## src/rtl/mod3_pkg.sv

```systemverilog
// Shared residue types and constants for the mod-3 reduction pipeline.
package mod3_pkg;

    typedef logic [1:0] res3_t;

    localparam res3_t RES_ZERO = 2'b00;
    localparam res3_t RES_ONE  = 2'b01;
    localparam res3_t RES_TWO  = 2'b10;
    localparam res3_t RES_NEG1 = 2'b11;

    // Number of pairwise-add levels needed to fold IN_W/2 base-4 digits to one residue.
    function automatic int MOD3_LEVELS(input int in_w);
        return $clog2(in_w / 2);
    endfunction

endpackage

```

## src/rtl/mod3_add2.sv

```systemverilog
// Combinational residue adder: s = (a + b) mod 3 for canonical residues 0..2.
module mod3_add2
    import mod3_pkg::*;
(
    input  res3_t a,
    input  res3_t b,
    output res3_t s
);

    logic [2:0] t;

    assign t = {1'b0, a} + {1'b0, b};
    assign s = (t >= 3'd3) ? res3_t'(t - 3'd3) : t[1:0];

endmodule

```

## src/rtl/mod3_reduce_pipe.sv

```systemverilog
// Multi-lane pipelined mod-3 reducer with global-enable valid/ready flow control.
// Optional build macro MOD3_CENTERED_EN: emit residue 2 as 2'b11 (centered lift -1).
module mod3_reduce_pipe
    import mod3_pkg::*;
#(
    parameter int IN_W  = 16,
    parameter int LANES = 4
) (
    input  logic                  clk,
    input  logic                  rst,
    input  logic                  in_valid,
    output logic                  in_ready,
    input  logic [LANES*IN_W-1:0] in_data,
    input  logic                  in_last,
    output logic                  out_valid,
    input  logic                  out_ready,
    output logic [2*LANES-1:0]    out_res,
    output logic                  out_last
);

    localparam int NDIG = IN_W / 2;
    localparam int D    = MOD3_LEVELS(IN_W);

    if ((IN_W < 4) || (IN_W > 64) || ((IN_W & (IN_W - 1)) != 0)) begin : g_bad_in_w
        $error("mod3_reduce_pipe: IN_W must be a power of two in 4..64");
    end
    if ((LANES < 1) || (LANES > 16)) begin : g_bad_lanes
        $error("mod3_reduce_pipe: LANES must be in 1..16");
    end

    logic en;

    assign en       = out_ready | ~out_valid;
    assign in_ready = en;

    // Level 0: split into base-4 digits; since 4 == 1 mod 3, digit 3 folds to 0.
    res3_t dig [LANES][NDIG];

    for (genvar i = 0; i < LANES; i++) begin : g_dig_lane
        for (genvar k = 0; k < NDIG; k++) begin : g_dig
            assign dig[i][k] = (in_data[i*IN_W + 2*k +: 2] == 2'd3)
                             ? RES_ZERO : res3_t'(in_data[i*IN_W + 2*k +: 2]);
        end
    end

    for (genvar l = 1; l <= D; l++) begin : g_lvl
        localparam int CNT = NDIG >> l;

        res3_t src   [LANES][2*CNT];
        res3_t sum   [LANES][CNT];
        res3_t res_p [LANES][CNT];
        logic  src_vld;
        logic  src_last;
        logic  vld_p;
        logic  last_p;

        if (l == 1) begin : g_from_in
            assign src      = dig;
            assign src_vld  = in_valid;
            assign src_last = in_last;
        end else begin : g_from_prev
            assign src      = g_lvl[l-1].res_p;
            assign src_vld  = g_lvl[l-1].vld_p;
            assign src_last = g_lvl[l-1].last_p;
        end

        for (genvar i = 0; i < LANES; i++) begin : g_lane
            for (genvar k = 0; k < CNT; k++) begin : g_add
                mod3_add2 u_add (
                    .a (src[i][2*k]),
                    .b (src[i][2*k+1]),
                    .s (sum[i][k])
                );
            end
        end

        // Level l register boundary: valid, last and residues advance together on en.
        always_ff @(posedge clk or posedge rst) begin
            if (rst) begin
                vld_p <= 1'b0;
            end else if (en) begin
                vld_p <= src_vld;
            end
        end

        if (l == D) begin : g_out_reg
            always_ff @(posedge clk or posedge rst) begin
                if (rst) begin
                    for (int i = 0; i < LANES; i++) begin
                        for (int k = 0; k < CNT; k++) begin
                            res_p[i][k] <= RES_ZERO;
                        end
                    end
                    last_p <= 1'b0;
                end else if (en) begin
                    res_p  <= sum;
                    last_p <= src_last;
                end
            end
        end else begin : g_mid_reg
            always_ff @(posedge clk) begin
                if (en) begin
                    res_p  <= sum;
                    last_p <= src_last;
                end
            end
        end
    end

    for (genvar i = 0; i < LANES; i++) begin : g_out
        res3_t r;

        assign r = g_lvl[D].res_p[i][0];
`ifdef MOD3_CENTERED_EN
        assign out_res[2*i +: 2] = (r == RES_TWO) ? RES_NEG1 : r;
`else
        assign out_res[2*i +: 2] = r;
`endif
    end

    assign out_valid = g_lvl[D].vld_p;
    assign out_last  = g_lvl[D].last_p;

endmodule
```

## config.mk

```make
export PLATFORM = sky130hd
export DESIGN_NAME = mod3_reduce_pipe
export DESIGN_NICKNAME = d
export VERILOG_FILES = /design/src/rtl/mod3_pkg.sv /design/src/rtl/mod3_add2.sv /design/src/rtl/mod3_reduce_pipe.sv
export SDC_FILE = /design/constraint.sdc
export NUM_CORES = 1
export LEC_CHECK = 0
export BUFFER_PORTS_ARGS = -buffer_cell sky130_fd_sc_hd__buf_2
export CAP_MARGIN = 20
export CELL_PAD_IN_SITES_DETAIL_PLACEMENT = 0
export CELL_PAD_IN_SITES_GLOBAL_PLACEMENT = 1
export CORE_ASPECT_RATIO = 1.75
export CORE_MARGIN = 2
export CORE_UTILIZATION = 41
export DETAILED_ROUTE_END_ITERATION = 8
export PLACE_DENSITY = 0.77
export SLEW_MARGIN = 0
export SYNTH_ARGS = -nofsm -noshare
export SYNTH_HDL_FRONTEND = slang
export SYNTH_SLANG_ARGS = --single-unit
```

## constraint.sdc

```tcl
create_clock -name clk -period 1.8 [get_ports clk]
set_clock_uncertainty 0.2 [all_clocks]
set_input_delay 0.27 -clock clk [delete_from_list [all_inputs] [get_ports clk]]
set_output_delay 0.27 -clock clk [all_outputs]
set_load 0.05 [all_outputs]
```

==> impl_results.md <==
- Status: complete, but fails checks
- Failing checks: negative setup slack
- Layout cells sized above 1: 55.8%
- Initial Util: 41.7%
- Total count of hold-check failures in the final report: 0
- Clk pwr share: 16.4%
- Int Pwr: 0.00688 W
- Tmin final: approximately 2000 ps
- Worst endpoint data arrival time: 2070 ps
- Fin Setup TNS: -4330 ps
- Area Overhead vs Synth: 47.9%
- R2R setup slack: -200 ps
- H-tree lvl count: 3
- CTS tree: done
- Worst Max-Slew Pin Slew: 436 ps
- Setup ws final: -204 ps
- Dpl cells: roughly 660
- Core box area: approximately 11,000 µm²
- Worst Path Max Fanout: 3
- Vert. Die Dim: 145 µm
- Clk buf depth: 2
- Die X: 84.3 µm
- Reg2Reg Depth: 8
- FILL cells: 899
- Cell Rows: 51
- Leak: 2.97 nW
- Net Sw Power: approximately 0.0040 W
- Power per cell area: ~1600 nW/µm²
- Detailed Route Iter0 Violations: 69
- Top cells by area, synth: edfxtp_1 32%, ha_1 15%, fa_1 12%, nor2b_1 9.7%, dfrtp_1 6.5%
- First-pass GRT wire length: about 15,000 µm
- Sequential power share: 23.2%
- CP startpoint kind: flop
- Vias per inst: slightly above 5
- GRT Total Usage: approximately 15%
- Share of the synthesized area in the top cell type: 32.4%
- Ys Warns: 0
- Worst-path cell chain: ha_2 > inv_2 > fa_1 > inv_2 > ha_4 > nor2b_4 > and3_1 > o22a_1
- FF-to-FF End: g_out[3].r[0]$_DFFE_PP0P_
- Routed wire per std cell: approximately 13 µm
- Net Sw Frac: 36.6%
- Number of max-cap violations: 0
- Unrepaired setup endpoints after global routing: yes
- Slowest stage delay, CP: 540 ps
- Max Slew Vio Count: 0
- Clk root buf: clkbuf_16
- Post-synthesis cell count: ~420
- Combinational power share: 60.4%
- Post-DP HPWL: 6440 µm
- Finished Layout Cells: 691
- Delay-heaviest family, CP: adder cells
- Worst Hold Class: in -> reg
- Cell mode on critical path: inv_2
- Boundary Pins: 80
- DRT met1 WL: 3080 µm
- Drt pass-1 iters: 4
- Latest clock arrival within the worst-skew pair: 320 ps
- Diode count: 0
- Clk pin slew, worst setup/hold paths: 50 ps
- Final wirelength: 8650 µm
- Peak supply drop: about 1.5 mV
- Die area: 12,200 µm²
- Top layer in use: met4
- F_max: 0.499 GHz
- Port Buf Inserts: 79
- Hold Path Stages: 4
- FF+latch count, synth: 62
- Endpoint, Worst Hold: out_valid$_DFFE_PP0P_
- Syn Nets: 568
- RR Startpoint: g_lvl[2].res_p[0]$_DFFE_PP_
- DRC: 0
- Initial antenna violation count: 0
- Largest net degree at the start of global routing: 29
- Area leader, netlist: edfxtp_1
- Hold Crit Start: out_ready
- Gp weighted congestion: just over 0.7
- Crit end category: flop
- Met2 Wirelength: 5140 µm
- Routed wl met3: 289 µm
- Detailed-route via count: 3,507
- Total CTS buffers: 9
- Required time of the critical path: approximately 1900 ps
- Slew headroom: 70.9%
- Most common cell after layout, fill and taps aside: buf_2
- Syn avg cell area: 11.2 µm²
- Nets: 707
- CP max-delay cell: fa_1
- Vias in the first global route: ~3,700
- Kind of critical path: reg -> reg
- Synth cell types: 25
- Grt ovf: 0
- Cell area after synthesis: roughly 4600 µm²
- Most frequent cells in the layout: 57 x buf_2, 50 x edfxtp_1, 46 x buf_4
- Bufs and invs on worst path: 2
- Sequential area share after synthesis: 38.9%
- Final period utilization: 111%
- DRT antenna net count: 0
- Final setup viols: 35
- Clock Sinks: 62
metrics by stage:
step,setup slack (ps),utilization (%),power (W),hold WS (ps),cell area [µm²]
after floorplan,-322,-,0.00640,-65.3,5040
after global placement,-460,52.9,0.00742,98.9,5870
after detailed placement,-504,52.9,0.00773,95.0,5870
after CTS,-199,59.4,0.0103,171,6590
after global routing,-278,61.7,0.0117,203,6850
final,-204,61.7,0.0109,172,6850
logic make-up after synthesis:
family / share of synthesized area [%]
AO/OA/AOI/OAI: 9.40
buffers and inverters: 4.73
flip-flops: 38.9
adder cells (fa/ha/maj): 27.2
AND/OR/NAND/NOR: 19.7
routing by layer:
metal	vias to the layer above	track usage, %
met4	0	5.43
met3	11	3.37
met1	1704	14.8
met5	-	0
met2	57	29.0
li1	1735	-
power groups by stage:
stage / clock network [W] / logic (W) / registers [W]
after detailed placement: 0 / 0.00517 / 0.00255
after global placement: 0 / 0.00488 / 0.00254
final: 0.00178 / 0.00655 / 0.00252
after global routing: 0.00189 / 0.00724 / 0.00258
after floorplan: 0 / 0.00352 / 0.00289
after CTS: 0.00182 / 0.00590 / 0.00253
how the worst max path moves through the flow:
stage / start / end / slack (ps) / cells after the start
CTS: g_lvl[1].res_p[2]$_DFFE_PP_ / g_lvl[2].res_p[1]$_DFFE_PP_ / -200 / 7
detailed placement: in_data[58] / g_lvl[1].res_p[3]$_DFFE_PP_ / -500 / 7
global placement: in_data[60] / g_lvl[1].res_p[1]$_DFFE_PP_ / -460 / 7
global route: g_lvl[1].res_p[4]$_DFFE_PP_ / g_lvl[2].res_p[3]$_DFFE_PP_ / -280 / 7
finish: g_lvl[2].res_p[0]$_DFFE_PP_ / g_out[3].r[0]$_DFFE_PP0P_ / -200 / 8
floorplan: in_data[62] / g_lvl[1].res_p[1]$_DFFE_PP_ / -320 / 6
area by class of cell:
type / instances / area (µm²) / area share [%]
Multi-Input combinational cell: 297 / 3420 / 50.0
Sequential cell: 62 / 1800 / 26.3
Timing Repair Buffer: 130 / 948 / 13.8
Clock buffer: 12 / 236 / 3.45
Inverter: 54 / 205 / 2.99
Tap cell: 132 / 165 / 2.41
Clock inverter: 4 / 71.3 / 1.04
worst reg2reg max path, stage by stage (launching register included):
cell and delay (ps):
edfxtp_1 350, ha_2 180, inv_2 30, fa_1 540, inv_2 50, ha_4 170, nor2b_4 130, and3_1 160
o22a_1 130
synthesized netlist by cell type (all sizes together):
master,n
fa,28
dfrtp,12
and3,4
nand3b,10
o22a,4
edfxtp,50
buf,2
nand2b,1
a21oi,22
nor2b,73
nor3b,8
o2bb2ai,4
o32a,6
nor2,6
ha,56
inv,54
nor3,16
nand3,4
o21ai,18
or3,10
nand2,13
o21a,14
sequential cells by signal (all words and copies together), names as in the netlist:
| name | count |
|---|---|
| out_valid | 1 |
| g_out.r | 8 |
| g_lvl.res_p | 48 |
| out_last | 1 |
| g_lvl.last_p | 2 |
| g_lvl.vld_p | 2 |
what timing repair did:
item,CTS,global route
resized for setup,66,45
setup endpoints to repair,40,46
hold buffers,3,0
buffers inserted,6,8
endpoints found under the hold margin,14,0
pin swaps,38,20
Power figures use the tool's default switching activity.
